`config.mk`:
```
export PLATFORM = sky130hd
export DESIGN_NAME = rvm_mem_arbiter
export DESIGN_NICKNAME = d
export VERILOG_FILES = /design/src/rtl/rvm_mem_arbiter.sv
export SDC_FILE = /design/constraint.sdc
export NUM_CORES = 1
export LEC_CHECK = 0
export ABC_AREA = 1
export CAP_MARGIN = 20
export CELL_PAD_IN_SITES_DETAIL_PLACEMENT = 1
export CELL_PAD_IN_SITES_GLOBAL_PLACEMENT = 1
export CORE_MARGIN = 2
export CORE_UTILIZATION = 19
export CTS_CLUSTER_SIZE = 8
export DETAILED_ROUTE_END_ITERATION = 8
export PLACE_DENSITY = 0.88
export SYNTH_ARGS = -nofsm -noshare
export SYNTH_HDL_FRONTEND = slang
export SYNTH_SLANG_ARGS = --single-unit
```
`constraint.sdc`:
```
create_clock -name clk -period 1.95 [get_ports clk]
set_input_delay 0.39 -clock clk [delete_from_list [all_inputs] [get_ports clk]]
set_output_delay 0.39 -clock clk [all_outputs]
set_load 0.05 [all_outputs]
```
`src/rtl/rvm_mem_arbiter.sv`:
```
// ---------------------------------------------------------------------------
// rvm_mem_arbiter
//
// Purpose:
//   Shares one single-port on-chip RAM between two requesters that both use
//   the core memory protocol: port 0 is the rvm_core memory port, port 1 is
//   the debug / program-loader port. Requests are arbitrated round-robin,
//   range- and alignment-checked, and then sequenced through the RAM's
//   fixed-latency read pipeline. Only one transaction is in flight at a time,
//   and every transaction is followed by at least one IDLE cycle.
//
// Handshake (both ports):
//   The requester raises c_en with addr/w_en/b_en/wdata and holds all of them
//   stable while stall is high. The transaction completes in the cycle where
//   c_en=1 and stall=0; rdata and error are valid in that cycle only.
//   stall = c_en & ~done, so a port that is not requesting never sees stall.
//
// Ports:
//   clk, resetn            clock, asynchronous active-low reset
//   mN_addr/wdata/c_en/    requester N byte address, write data, request,
//   mN_w_en/b_en           write enable, byte enables (N = 0, 1)
//   mN_rdata/error/stall   requester N read data, access error, stall
//   ram_addr/wdata/c_en/   RAM word address, write data, enable,
//   ram_w_en/b_en          write enable, byte write enables
//   ram_rdata              RAM read data, RAM_LATENCY cycles after ram_c_en
//   dbg_state              current FSM state:
//                          0=IDLE 1=ACCESS 2=WAIT 3=DONE 4=ERROR
//   mN_wait_cnt            (only with RVM_MEM_ARB_WAIT_CNT_EN) saturating count
//                          of cycles in which port N was stalled
//
// Parameters:
//   ADDR_BITS    RAM word-address width; RAM size is 4 * 2^ADDR_BITS bytes
//                (at most 29 so that a tag field remains above the index).
//   RAM_LATENCY  cycles from ram_c_en to valid ram_rdata, 1..4.
//   BASE_ADDR    byte base of the RAM, aligned to the RAM size.
//
// Optional feature macro: RVM_MEM_ARB_WAIT_CNT_EN
// ---------------------------------------------------------------------------
module rvm_mem_arbiter #(
    parameter int          ADDR_BITS   = 12,
    parameter int          RAM_LATENCY = 1,
    parameter logic [31:0] BASE_ADDR   = 32'h0000_0000
) (
    input  logic                 clk,
    input  logic                 resetn,
    input  logic [31:0]          m0_addr,
    input  logic [31:0]          m0_wdata,
    input  logic                 m0_c_en,
    input  logic                 m0_w_en,
    input  logic [3:0]           m0_b_en,
    output logic [31:0]          m0_rdata,
    output logic                 m0_error,
    output logic                 m0_stall,
    input  logic [31:0]          m1_addr,
    input  logic [31:0]          m1_wdata,
    input  logic                 m1_c_en,
    input  logic                 m1_w_en,
    input  logic [3:0]           m1_b_en,
    output logic [31:0]          m1_rdata,
    output logic                 m1_error,
    output logic                 m1_stall,
`ifdef RVM_MEM_ARB_WAIT_CNT_EN
    output logic [31:0]          m0_wait_cnt,
    output logic [31:0]          m1_wait_cnt,
`endif
    output logic [2:0]           dbg_state,
    output logic [ADDR_BITS-1:0] ram_addr,
    output logic [31:0]          ram_wdata,
    output logic                 ram_c_en,
    output logic                 ram_w_en,
    output logic [3:0]           ram_b_en,
    input  logic [31:0]          ram_rdata
);

    // Lowest address bit that must match BASE_ADDR for an in-range access.
    localparam int TAG_LSB = ADDR_BITS + 2;

    typedef enum logic [2:0] {
        S_IDLE   = 3'd0,
        S_ACCESS = 3'd1,
        S_WAIT   = 3'd2,
        S_DONE   = 3'd3,
        S_ERROR  = 3'd4
    } state_e;

    state_e      state_q, state_d;
    logic        grant_q, grant_d;          // port owning the current transaction
    logic        last_grant_q, last_grant_d;
    logic [2:0]  cnt_q, cnt_d;              // read-latency countdown
    logic [31:0] rdata_q, rdata_d;

    logic        sel_port;
    logic        done0;
    logic        done1;

    function automatic logic is_illegal(input logic [31:0] a);
        return (a[1:0] != 2'b00) || (a[31:TAG_LSB] != BASE_ADDR[31:TAG_LSB]);
    endfunction

    // -----------------------------------------------------------------------
    // State register
    // -----------------------------------------------------------------------
    always_ff @(posedge clk or negedge resetn) begin
        if (!resetn) begin
            state_q      <= S_IDLE;
            grant_q      <= 1'b0;
            last_grant_q <= 1'b1;   // port 0 wins the first conflict
            cnt_q        <= 3'd0;
            rdata_q      <= 32'd0;
        end else begin
            state_q      <= state_d;
            grant_q      <= grant_d;
            last_grant_q <= last_grant_d;
            cnt_q        <= cnt_d;
            rdata_q      <= rdata_d;
        end
    end

    // -----------------------------------------------------------------------
    // Next-state logic
    // -----------------------------------------------------------------------
    always_comb begin
        state_d      = state_q;
        grant_d      = grant_q;
        last_grant_d = last_grant_q;
        cnt_d        = cnt_q;
        rdata_d      = rdata_q;
        sel_port     = 1'b0;

        case (state_q)
            S_IDLE: begin
                if (m0_c_en || m1_c_en) begin
                    if (m0_c_en && m1_c_en) begin
                        // Conflict: the port that did not win last time goes.
                        sel_port     = ~last_grant_q;
                        last_grant_d = ~last_grant_q;
                    end else begin
                        sel_port = m1_c_en;
                    end
                    grant_d = sel_port;
                    state_d = is_illegal(sel_port ? m1_addr : m0_addr) ? S_ERROR : S_ACCESS;
                end
            end
            S_ACCESS: begin
                if (grant_q ? m1_w_en : m0_w_en) begin
                    state_d = S_DONE;
                end else begin
                    cnt_d   = 3'(RAM_LATENCY);
                    state_d = S_WAIT;
                end
            end
            S_WAIT: begin
                cnt_d = cnt_q - 3'd1;
                // Counter value 1 marks the cycle the RAM presents the data.
                if (cnt_q == 3'd1) begin
                    rdata_d = ram_rdata;
                    state_d = S_DONE;
                end
            end
            S_DONE:  state_d = S_IDLE;
            S_ERROR: state_d = S_IDLE;
            default: state_d = S_IDLE;
        endcase
    end

    // -----------------------------------------------------------------------
    // Output logic
    // -----------------------------------------------------------------------
    always_comb begin
        ram_c_en  = 1'b0;
        ram_w_en  = 1'b0;
        ram_addr  = '0;
        ram_wdata = 32'd0;
        ram_b_en  = 4'd0;
        done0     = 1'b0;
        done1     = 1'b0;
        m0_error  = 1'b0;
        m1_error  = 1'b0;

        case (state_q)
            S_ACCESS: begin
                ram_c_en  = 1'b1;
                ram_w_en  = grant_q ? m1_w_en : m0_w_en;
                ram_addr  = grant_q ? m1_addr[ADDR_BITS+1:2] : m0_addr[ADDR_BITS+1:2];
                ram_wdata = grant_q ? m1_wdata : m0_wdata;
                ram_b_en  = grant_q ? m1_b_en : m0_b_en;
            end
            S_DONE: begin
                done0 = ~grant_q;
                done1 = grant_q;
            end
            S_ERROR: begin
                done0    = ~grant_q;
                done1    = grant_q;
                m0_error = ~grant_q;
                m1_error = grant_q;
            end
            default: ;
        endcase
    end

    // A port that already dropped c_en simply ignores its done pulse.
    assign m0_stall  = m0_c_en & ~done0;
    assign m1_stall  = m1_c_en & ~done1;
    assign m0_rdata  = rdata_q;
    assign m1_rdata  = rdata_q;
    assign dbg_state = state_q;

`ifdef RVM_MEM_ARB_WAIT_CNT_EN
    logic [31:0] m0_wait_cnt_q, m0_wait_cnt_d;
    logic [31:0] m1_wait_cnt_q, m1_wait_cnt_d;

    always_ff @(posedge clk or negedge resetn) begin
        if (!resetn) begin
            m0_wait_cnt_q <= 32'd0;
            m1_wait_cnt_q <= 32'd0;
        end else begin
            m0_wait_cnt_q <= m0_wait_cnt_d;
            m1_wait_cnt_q <= m1_wait_cnt_d;
        end
    end

    // Saturating stall-cycle counters.
    always_comb begin
        m0_wait_cnt_d = m0_wait_cnt_q;
        m1_wait_cnt_d = m1_wait_cnt_q;
        if (m0_c_en && m0_stall && (m0_wait_cnt_q != 32'hFFFF_FFFF)) begin
            m0_wait_cnt_d = m0_wait_cnt_q + 32'd1;
        end
        if (m1_c_en && m1_stall && (m1_wait_cnt_q != 32'hFFFF_FFFF)) begin
            m1_wait_cnt_d = m1_wait_cnt_q + 32'd1;
        end
    end

    assign m0_wait_cnt = m0_wait_cnt_q;
    assign m1_wait_cnt = m1_wait_cnt_q;
`endif

endmodule
```
Yosys cells after proc, flatten, opt, wreduce, memory -nomap -nowiden
Cells that the tools add are included.

operators by class
  $add $sub $neg = 1
  bitwise operators = 6
  equality and inequality tests = 8
  reduce and logical (&&, ||, !) cells = 13
  multiplexer cells = 24

operators with widths
  kind                   count
  $mux W32               3
  $mux W12               2
  $reduce_bool A18 Y1    1
  $mux W3                4
  $mux W1                11
  $pmux W3 S3            1
  $mux W4                2
  $reduce_and A2 Y1      4
  $eq A3 B1 Y1 const B   2
  $eq A3 B2 Y1 const B   2
  $ne A2 B2 Y1 const B   3
  $pmux W3 S2            1
  $not A1 Y1             4
  $reduce_bool A2 Y1     2
  $eq A3 B3 Y1 const B   1
  $logic_not A3 Y1       1
  $reduce_and A3 Y1      1
  $sub A3 B1 Y3 const B  1
  $and A1 B1 Y1          2
  $logic_or A1 B1 Y1     2
  $reduce_or A2 Y1       1
  $logic_and A1 B1 Y1    1

word-level totals
  output and inout bits = 121
  bits in registers = 40
  logic and storage cells = 57
  input bits = 174

Longest topological paths before layout
  depth in word-level cells = 10
  mapped depth = 8
  depth with buffers taken out = 8

Worst setup path after synthesis
Ideal clock, no wire load.

  path kind = reg-to-output
  from = register state_q[0], in the netlist dbg_state[0]
  to = output port ram_addr[0]
  buffers on the path = 1
  path slack = -381 ps
  stages on the path, launching flop included = 4
  data arrival time = 1941 ps
  required time = 1560 ps
  cells stage by stage = dfrtp_1 -> nand3_1 -> clkbuf_1 -> a21oi_1

on the way
  cells in the longest elaborated chain, start to end = 2

RTL lines
  item                    line  text
  from (decl)             86    state_e state_q, state_d;
  from (signal assigned)  111   state_q <= state_d;
  $eq A3 B1 Y1            180   case (state_q)
  $mux W12                180
  to (decl)               67    output logic [ADDR_BITS-1:0] ram_addr,

No other way between the ends.

Final worst setup path
  from = register state_q[2], in the netlist dbg_state[2]
  to = output port ram_wdata[13]

on the way
  cells in the longest elaborated chain, start to end = 2

RTL lines
  item          line  text
  $eq A3 B1 Y1  180
  $mux W32      180
  to (decl)     68    output logic [31:0] ram_wdata,

No other way between the ends.

==> impl_metrics.csv <==
group,metric,value,unit
sta,rsz0062_at_grt,"true",
detailed_routing,drtIter0Drc,84,
floorplanning,die_y,127,um
placed_design,dpl_cell_area,6900,um2
sta,tightest_slew,0.525,ns
placed_design,preCtsSetupSlack,0.0635,ns
detailed_routing,drt_first_pass_iters,4,
placed_design,gp_congestion,0.817,
sta,layout_setup_ws,-0.00578,ns
finish,final_cell_area,7300,um2
clock_tree,clock-root-buffer,"clkbuf_16",
sta,hold_slack,0.0263,ns
finish,antenna_cells,0,
critical_path,crit_type,"reg -> out",
clock_tree,cts_tree,"yes",
sta,worst_clock_skew,0.00436,ns
pwr,power.density,485,nW/um2
global_routing,antenna_found_initial,0,
critical_path,critPathSlowestCell,"dfrtp_1",
detailed_routing,routed.top_layer,"met4",
synth,ys_ff_latch,40,
floorplanning,die_w,127,um
sta,finalCritPeriodShare,100,%
detailed_routing,wl_per_cell,18.0,um
critical_path,arrival,1.57,ns
sta,setup_viol,5,
finish,drive_gt1_share,29.6,%
synth,synth_area_leaders,"dfrtp_1 34%, mux2_4 16%, nand2_1 16%",
critical_path,startpoint_type,"flip-flop",
critical_path,path_delay_family,"buffers and inverters",
pwr,total_power,3540,uW
critical_path,end_kind,"primary output",
finish,seq_area,1000,um2
synth,ys_seq_area_share,34.7,%
detailed_routing,route.layer.met1.wl,5.32,mm
detailed_routing,drc,0,
finish,areaGrowthSynthToFinish,152,%
synth,syn_nets,538,
floorplanning,die-area,16200,um2
detailed_routing,antenna_left,0,
critical_path,cp_max_fo,9,
critical_path,path_cells,"inv_2, nand3_4, buf_4, clkbuf_16, a21oi_4, buf_12",
critical_path,path_buf_inv,4,
synth,synth_top_area_share,33.8,%
clock_tree,clockBufferDepth,2,
detailed_routing,vias,3565,
floorplanning,core,15000,um2
synth,yosysTopAreaCell,"dfrtp_1",
global_routing,grt_usage,16.9,%
sta,final-hold-violation-count,0,
sta,min_period,1.96,ns
critical_path,reg2reg_to,"m0_rdata[17]",
global_routing,grt_overflow,0,
synth,synth_warnings,0,
critical_path,r2r_cells,6,
synth,syn_area_per_cell,7.99,um2
flow_run,cap_violations,0,
global_routing,grt_pass1_wl,21.6,mm
clock_tree,postCtsHoldBufs,0,
clock_tree,clkSinkCount,40,
sta,fmax,511,MHz
synth,syn_area,2890,um2
critical_path,worstPathRequired,1.56,ns
clock_tree,htree_levels,2,
hold_path,hold_path_class,"in -> async",
detailed_routing,wl,14.9,mm
detailed_routing,dr_wl_met3,1.23,mm
placed_design,portBuffers,294,
floorplanning,floorplan.rows,45,
outcome,violations,"negative setup slack",
detailed_routing,met2_wirelength,8.03,mm
pwr,ir_drop,0.438,mV
finish,multi_input_area,2020,um2
synth,synthDistinctLibCells,24,
critical_path,slowest_delay,0.41,ns
global_routing,grt_pass1_vias,3995,
sta,drv_slew,0,
floorplanning,ioPinCount,295,
global_routing,grt_max_degree,37,
placed_design,place_hpwl,11.8,mm
outcome,outcome,"finished with violations",
detailed_routing,vias_per_cell,4.33,
floorplanning,start_util,19.2,%
critical_path,r2r_slack,0.39,ns
clock_tree,clk_pin_slew_worst_paths,0.06,ns
pwr,power_leakage,0.00299,uW
finish,fillCellCount,1653,
clock_tree,cts_buffers,5,
finish,num-nets-final,811,
sta,slew_headroom,64.9,%
clock_tree,clock_latency,0.28,ns
synth,synthCells,362,
critical_path,r2r_start,"cnt_q[1]",
report_power, final:
group          internal, uW  leakage, uW  switching, uW
registers               891     0.000459           58.2
clock network           608    0.0000840            337
logic                   711      0.00245            932
total                  2210      0.00299           1330
cell families after synthesis:
family                   count (synthesis)  synth area share (%)
AO/OA/AOI/OAI                           58                  10.3
XOR/XNOR                                 1                 0.303
adder cells (fa/ha/maj)                  2                 0.865
buffers and inverters                   68                  14.8
flip-flops                              40                  34.7
multiplexers                            32                  16.4
AND/OR/NAND/NOR                        161                  22.7
metrics by stage:
step	cells	util (%)	setup TNS (ns)
4_1_cts	815	47.4	-0.0463
3_3_place_gp	805	45.9	0
2_1_floorplan	362	-	-0.681
6_report	824	48.5	-0.0183
5_1_grt	824	48.5	-1.28
3_5_place_dp	805	45.9	0
worst max path at each step:
stage	from	to	slack (ns)	cells after the start
2_1_floorplan	dbg_state[1]	m0_stall	-0.22	4
3_3_place_gp	m0_w_en	ram_w_en	0.03	6
3_5_place_dp	m0_w_en	ram_w_en	0.06	6
4_1_cts	dbg_state[2]	ram_addr[5]	-0.03	5
5_1_grt	dbg_state[2]	ram_wdata[13]	-0.06	6
6_report	dbg_state[2]	ram_wdata[13]	-0.006	6
state kept, by name, indices dropped and copies added, names as in the netlist:
register and count:
m0_rdata 32, dbg_state 3, cnt_q 3, grant_q 1
last_grant_q 1
placed cells by master, fill, tap and decap left out, types with 3 or more instances in the layout:
cell             count
clkdlybuf4s50_1    230
inv_1               13
mux2_4              30
nand3_1              4
a21oi_4             48
nand2_1            119
o21ai_0              4
buf_12              57
clkinv_4             3
a21oi_1              3
dfrtp_1             37
nor2_1              32
clkbuf_16            9
buf_4               20
synthesized netlist by cell type, drive strengths merged:
| master | number |
|---|---|
| nand3 | 6 |
| nand2 | 121 |
| o21ai | 4 |
| o22ai | 2 |
| clkbuf | 13 |
| dfrtp | 39 |
| buf | 38 |
| a21oi | 51 |
| xnor2 | 1 |
| o32ai | 1 |
| nor2 | 34 |
| mux2 | 32 |
| inv | 17 |
| dfstp | 1 |
| ha | 2 |
metal layers:
| layer | vias up | global-route usage (%) |
|---|---|---|
| li1 | 1671 | - |
| met1 | 1686 | 18.0 |
| met4 | 0 | 4.65 |
| met3 | 21 | 4.31 |
| met5 | - | 0 |
| met2 | 187 | 32.7 |
final cells by class:
class,instances,share of cell area (%)
Timing Repair Buffer,317,51.9
Sequential cell,40,13.8
Inverter,17,0.977
Tap cell,188,3.22
Multi-Input combinational cell,254,27.7
Clock buffer,5,1.71
Clock inverter,3,0.651
timing repair:
action,in CTS,in global routing
buffers inserted,1,5
endpoints found under the hold margin,0,0
gates resized for setup,5,6
pin swaps,0,1
gates cloned,1,5
endpoints found under the setup margin,46,29
No activity file was read; power rests on OpenSTA's default activity.
